## config.mk

```make
export PLATFORM = sky130hd
export DESIGN_NAME = div_unit_flat
export DESIGN_NICKNAME = d
export VERILOG_FILES = /design/src/rtl/div_unit_if.sv /design/src/rtl/div_unit.sv /design/src/flat_wrapper.sv
export SDC_FILE = /design/constraint.sdc
export NUM_CORES = 1
export LEC_CHECK = 0
export ABC_CLOCK_PERIOD_IN_PS = 3100
export CORE_MARGIN = 3
export CORE_UTILIZATION = 30
export CTS_CLUSTER_SIZE = 10
export DETAILED_ROUTE_END_ITERATION = 10
export SETUP_SLACK_MARGIN = 0.3
export SYNTH_ARGS = -nofsm -noshare
export SYNTH_HDL_FRONTEND = slang
export SYNTH_SLANG_ARGS = --single-unit
```

## constraint.sdc

```tcl
create_clock -name clk -period 3.1 [get_ports clk]
set_input_delay 0.775 -clock clk [delete_from_list [all_inputs] [get_ports clk]]
set_output_delay 0.775 -clock clk [all_outputs]
set_load 0.02 [all_outputs]
```

## src/rtl/div_unit_if.sv

```systemverilog
// EX-stage divide handshake: EX drives the request side (master), the divider
// answers with result_o/ready_o (slave).
interface div_unit_if #(
    parameter int WIDTH = 32
);
    logic                   signed_div_i;
    logic [WIDTH-1:0]       opdata1_i;
    logic [WIDTH-1:0]       opdata2_i;
    logic                   start_i;
    logic                   annul_i;
    logic [2*WIDTH-1:0]     result_o;
    logic                   ready_o;

    modport master (
        output signed_div_i,
        output opdata1_i,
        output opdata2_i,
        output start_i,
        output annul_i,
        input  result_o,
        input  ready_o
    );

    modport slave (
        input  signed_div_i,
        input  opdata1_i,
        input  opdata2_i,
        input  start_i,
        input  annul_i,
        output result_o,
        output ready_o
    );
endinterface

```

## src/rtl/div_unit.sv

```systemverilog
// Iterative radix-2 restoring divider for DIV/DIVU, one quotient bit per cycle.
// result_o = {remainder, quotient}; remainder follows the dividend's sign.
module div_unit #(
    parameter int WIDTH = 32
) (
    input  logic       clk,
    input  logic       rst,
    div_unit_if.slave  bus
);

    localparam int                CNT_W    = $clog2(WIDTH) + 1;
    localparam logic [CNT_W-1:0]  CNT_LAST = CNT_W'(WIDTH);
    localparam logic [CNT_W-1:0]  CNT_ONE  = CNT_W'(1);

    localparam logic [1:0] S_FREE   = 2'd0;
    localparam logic [1:0] S_BYZERO = 2'd1;
    localparam logic [1:0] S_ON     = 2'd2;
    localparam logic [1:0] S_END    = 2'd3;

    logic [1:0]           state_q,   state_d;
    logic [CNT_W-1:0]     cnt_q,     cnt_d;
    logic [2*WIDTH:0]     work_q,    work_d;
    logic [WIDTH-1:0]     divisor_q, divisor_d;
    logic                 signed_q,  signed_d;
    logic                 dvd_neg_q, dvd_neg_d;
    logic                 dvs_neg_q, dvs_neg_d;
    logic [2*WIDTH-1:0]   result_q,  result_d;
    logic                 ready_q,   ready_d;

    logic                 op1_neg;
    logic                 op2_neg;
    logic [WIDTH-1:0]     op1_mag;
    logic [WIDTH-1:0]     op2_mag;
    logic [WIDTH:0]       trial;
    logic [WIDTH-1:0]     quo_mag;
    logic [WIDTH-1:0]     rem_mag;
    logic [WIDTH-1:0]     quo_fix;
    logic [WIDTH-1:0]     rem_fix;
    logic                 request;

    assign request = bus.start_i & ~bus.annul_i;

    assign op1_neg = bus.signed_div_i & bus.opdata1_i[WIDTH-1];
    assign op2_neg = bus.signed_div_i & bus.opdata2_i[WIDTH-1];
    assign op1_mag = op1_neg ? -bus.opdata1_i : bus.opdata1_i;
    assign op2_mag = op2_neg ? -bus.opdata2_i : bus.opdata2_i;

    // Trial subtraction on the partial remainder; bit WIDTH set means it went negative.
    assign trial = {1'b0, work_q[2*WIDTH-1:WIDTH]} - {1'b0, divisor_q};

    assign quo_mag = work_q[WIDTH-1:0];
    assign rem_mag = work_q[2*WIDTH:WIDTH+1];
    assign quo_fix = (signed_q & (dvd_neg_q ^ dvs_neg_q)) ? -quo_mag : quo_mag;
    assign rem_fix = (signed_q & dvd_neg_q) ? -rem_mag : rem_mag;

    always_comb begin
        state_d   = state_q;
        cnt_d     = cnt_q;
        work_d    = work_q;
        divisor_d = divisor_q;
        signed_d  = signed_q;
        dvd_neg_d = dvd_neg_q;
        dvs_neg_d = dvs_neg_q;
        result_d  = result_q;
        ready_d   = ready_q;

        case (state_q)
            S_FREE: begin
                ready_d  = 1'b0;
                result_d = '0;
                if (request) begin
                    if (bus.opdata2_i == '0) begin
                        state_d = S_BYZERO;
                    end else begin
                        signed_d  = bus.signed_div_i;
                        dvd_neg_d = op1_neg;
                        dvs_neg_d = op2_neg;
                        divisor_d = op2_mag;
                        work_d    = {{WIDTH{1'b0}}, op1_mag, 1'b0};
                        cnt_d     = '0;
                        state_d   = S_ON;
                    end
                end
            end

            S_BYZERO: begin
                result_d = '0;
                ready_d  = 1'b1;
                state_d  = S_END;
            end

            S_ON: begin
                if (bus.annul_i) begin
                    ready_d  = 1'b0;
                    result_d = '0;
                    state_d  = S_FREE;
                end else if (cnt_q < CNT_LAST) begin
                    if (trial[WIDTH]) begin
                        work_d = {work_q[2*WIDTH-1:0], 1'b0};
                    end else begin
                        work_d = {trial[WIDTH-1:0], work_q[WIDTH-1:0], 1'b1};
                    end
                    cnt_d = cnt_q + CNT_ONE;
                end else begin
                    result_d = {rem_fix, quo_fix};
                    ready_d  = 1'b1;
                    state_d  = S_END;
                end
            end

            S_END: begin
                if (!bus.start_i) begin
                    ready_d  = 1'b0;
                    result_d = '0;
                    state_d  = S_FREE;
                end
            end

            default: begin
                state_d = S_FREE;
            end
        endcase
    end

    always_ff @(posedge clk) begin
        if (rst) begin
            state_q   <= S_FREE;
            cnt_q     <= '0;
            work_q    <= '0;
            divisor_q <= '0;
            signed_q  <= 1'b0;
            dvd_neg_q <= 1'b0;
            dvs_neg_q <= 1'b0;
            result_q  <= '0;
            ready_q   <= 1'b0;
        end else begin
            state_q   <= state_d;
            cnt_q     <= cnt_d;
            work_q    <= work_d;
            divisor_q <= divisor_d;
            signed_q  <= signed_d;
            dvd_neg_q <= dvd_neg_d;
            dvs_neg_q <= dvs_neg_d;
            result_q  <= result_d;
            ready_q   <= ready_d;
        end
    end

    assign bus.result_o = result_q;
    assign bus.ready_o  = ready_q;

endmodule

```

## src/flat_wrapper.sv

```systemverilog
// flat-port wrapper written by rule: the top's interface ports become plain ports
module div_unit_flat 
#(
    parameter int WIDTH = 32
)
  (clk, rst, bus_signed_div_i, bus_opdata1_i, bus_opdata2_i, bus_start_i, bus_annul_i, bus_result_o, bus_ready_o);
  div_unit_if #(.WIDTH(WIDTH)) bus_i ();
  input  logic clk;
  input  logic rst;
  input wire logic [$bits(bus_i.signed_div_i)-1:0] bus_signed_div_i;
  input wire logic [$bits(bus_i.opdata1_i)-1:0] bus_opdata1_i;
  input wire logic [$bits(bus_i.opdata2_i)-1:0] bus_opdata2_i;
  input wire logic [$bits(bus_i.start_i)-1:0] bus_start_i;
  input wire logic [$bits(bus_i.annul_i)-1:0] bus_annul_i;
  output wire logic [$bits(bus_i.result_o)-1:0] bus_result_o;
  output wire logic [$bits(bus_i.ready_o)-1:0] bus_ready_o;
  assign bus_i.signed_div_i = bus_signed_div_i;
  assign bus_i.opdata1_i = bus_opdata1_i;
  assign bus_i.opdata2_i = bus_opdata2_i;
  assign bus_i.start_i = bus_start_i;
  assign bus_i.annul_i = bus_annul_i;
  assign bus_result_o = bus_i.result_o;
  assign bus_ready_o = bus_i.ready_o;
  div_unit #(.WIDTH(WIDTH)) u_core (.clk(clk), .rst(rst), .bus(bus_i));
endmodule
```

==> run summary <==
Max-cap violations: 0
Yosys warning total: 0
Area contributors post-synth: dfxtp_1, xor2_1, nor2_1, o21ai_0, nand2_1
Synth Area in Simple Gates: 20.0%
Initial drt markers: 728
First-pass GRT wire length: 58,300 um
# IOs: 134
Clock Path Buffers: 2
Num CTS Buffers: 17
PortBufs: 133
Fmax: 322 MHz
XOR/XNOR share of the synthesized area: 11.7%
H-tree Lvls: 4
Final Wtd Congestion: 0.872
CP top delay family: simple AND/OR/NAND/NOR gates
Die Ht: 197 um
RR Endpoint: u_core.work_q[64]
Total of fill cells in the finished design: 3,562
Number of synthesized flops with an enable pin: 0
Required time of the worst setup path: 3470 ps
Worst path bufs/invs: 5
Final WS setup: -8.65 ps
Worst ir drop on vdd: 0.309 mV
Mux share of post-synthesis cell area: 2.11%
Asr flop ratio synth: 0%
FF-to-FF setup slack: 190 ps
Synth cell count leaders: nor2_1, dfxtp_1, nand2_1, o21ai_0, a21oi_1
Reg2Reg Launch Point: u_core.divisor_q[26]
Pin count of the biggest net entering global routing: 70
Post-Synth Adder-Cell Area: 5.01%
Number of vias in the routed layout: 11,200
Unrepaired setup endpoints after global routing: yes
Number of global-route vias before repair: 10,700
Hold WC Path Type: reg -> reg
Initial Util: 30.6%
Power Dens Cells: 566 mW/mm2
Initial antenna violation count: 0
Worst-Margin Slew: 648 ps
Synth cell types: 59
Worst setup EP type: register
Post-DP HPWL: 28,100 um
GRT overflow: 0
CTS Sinks: 173
Post-synth top area cell: dfxtp_1
Die width: 197 um
Endpoint, Worst Hold: u_core.bus.result_o[57]
CP Data Arrival Time: 3480 ps
Cells along the critical path: buf_6 > or4_4 > or4_4 > or4_4 > buf_6 > o41ai_4 > buf_4 > buf_12 > buf_8 > a21oi_1 > o21ai_1 > o21ai_1 > nor2_1
Critical path's most frequent cell: or4_4
Tmin final: 3110 ps
TritonRoute pass-1 iters: 5
GRT Overall Usage: 18.6%
Worst Setup Start Kind: input pin
Flops & latches, synth: 173
Final Hold Viols: 0
Worst Min Path Start: u_core.bus.result_o[57]
Top_reg_cell synth: dfxtp_1
Syn Area/Cell: 7.61 um2
Area share of the leading cell type in the synthesized netlist: 31.8%
Cell depth of the worst setup path: 13
Post-route ant nets: 0
Total wire length: 37,800 um
Main combinational cell family by area after synthesis: compound AO/OA/AOI/OAI gates
Final net count: 1,789
Status: finished with violations
Post-synthesis net count: 1,543
Clk_skew: 11.2 ps
Mapped cell area: 0.0109 mm2
CP max-delay cell: or4_4
DR WL/cell: 17.6 um
Fin util: 43.5%
Worst-path clk slew: 70 ps
Setup TNS: -8.65 ps
Later-pin clock latency in the skew report: 430 ps
Final Cycle Share: 100%
Critical path fanouts, max: 6
Violated checks: negative setup slack
Pins Over Slew Limit: 0
Cell depth of the worst hold path: 2
Worst reg-to-reg path cell count: 10
Residual DRC: 0
Area grow syn2layout: 42.2%
Core area: 0.0357 mm2
Die ar.: 0.0386 mm2
Mapped Cells: 1,431
Register area share after synthesis: 31.8%
Root buffer cell: clkbuf_16
Num rows: 69
Layout cells sized above 1: 20.5%
CTS tree: done
CP peak stage delay: 520 ps
Count of final setup violators: 1
Most frequent cell after synthesis: nor2_1
P_leak: 5.94 nW
Slew Limit Headroom: 56.8%
WS Path Type: in -> reg
Number of vias per cell: 5.20
Total power: 0.00876 W
Synth Area in Compound Gates: 24.4%
N_diodes: 0
## tightest hold or removal path, cell delays in order, from the launching register on
cell and delay (ps):
dfxtp_1 320, nand2_1 40, o21ai_0 60
## report_power, final
| part | leakage [nW] | total, W | internal [W] | switching, W |
|---|---|---|---|---|
| Combinational | 4.25 | 0.00386 | 0.00171 | 0.00215 |
| Sequential | 1.40 | 0.00271 | 0.00243 | 0.000278 |
| Clock | 0.283 | 0.00220 | 0.00121 | 0.000990 |
## worst max-delay path by stage
stage,startpoint,end,slack (ps)
floorplan,bus_opdata2_i[20],u_core.work_q[53],-180
global placement,bus_opdata2_i[14],u_core.work_q[63],-750
detailed placement,bus_opdata2_i[14],u_core.work_q[32],-810
CTS,bus_opdata2_i[20],u_core.work_q[63],-30
global route,bus_opdata2_i[23],u_core.work_q[25],-90
finish,bus_opdata2_i[23],u_core.work_q[25],-9
## flip-flops by register name, indices dropped and copies added (netlist names), 2 cells and up
register / cells
u_core.bus.result_o: 64
u_core.cnt_q: 6
u_core.divisor_q: 32
u_core.state_q: 2
u_core.work_q: 65
## cells in the final DEF, fill, tap and decap left out, drive strengths merged, types with 4 or more instances in the layout
cell type / synthesis / layout
nand2: 155 / 155
and2: 6 / 6
mux2i: 23 / 23
nand2b: 11 / 11
nand3b: 4 / 4
or3: 11 / 11
a32oi: 13 / 13
or2: 6 / 6
a21o: 7 / 7
o31ai: 23 / 23
nor4: 16 / 16
clkbuf: 73 / 28
ha: 42 / 42
o211ai: 8 / 8
nand3: 19 / 19
o21a: 6 / 6
o21bai: 5 / 5
o41ai: 13 / 13
or4: 15 / 15
buf: 15 / 179
dfxtp: 173 / 173
dlymetal6s2s: 0 / 4
o21ai: 129 / 129
a21oi: 112 / 112
inv: 51 / 57
nor3: 27 / 27
nor2b: 10 / 10
a31oi: 12 / 12
nand4: 10 / 10
and3: 4 / 4
a211oi: 33 / 33
xor2: 81 / 81
nor2: 177 / 178
xnor2: 64 / 64
clkdlybuf4s50: 0 / 120
a22oi: 38 / 38
a311oi: 4 / 4
## stage by stage
stage,hold slack [ps],worst slack [ps],instance area (um2),instances
floorplan,450,-180,10900,1431
global placement,439,-750,13800,2090
detailed placement,446,-810,13800,2090
CTS,462,-26.8,14900,2138
global route,477,-94.9,15500,2151
finish,456,-8.65,15500,2151
## cell families after synthesis
| logic type | after synthesis |
|---|---|
| AOI/OAI and AO/OA | 427 |
| xor gates and xnor gates | 145 |
| adders and majority gates | 43 |
| buffers and inverters | 139 |
| DFF | 173 |
| muxes | 23 |
| and+or+nand+nor | 481 |
## area by class of cell
class	instances	area (um2)	share of cell area [%]
tap	461	577	3.72
inverter	51	191	1.24
multi-input combinational	1120	7540	48.7
clock buffer	19	433	2.79
sequential	173	3460	22.4
timing repair buffer	314	3130	20.2
clock inverter	13	155	1.00
## metal layers
| layer | vias up | global-route usage, % | share of wire [%] |
|---|---|---|---|
| li1 | 5586 | - | - |
| met1 | 5332 | 25.8 | 47 |
| met2 | 238 | 31.1 | 47 |
| met3 | 33 | 2.32 | 3.6 |
| met4 | 0 | 4.46 | 1.8 |
| met5 | - | 0 | 0 |
## timing repair
item,4_1_cts,5_1_grt
setup buffers,11,4
gates resized for setup,128,91
endpoints found under the setup margin,108,131
pin swaps,36,31
cloned,5,9
hold buffers,0,0
Note: power is estimated with default switching activity, not from simulation.
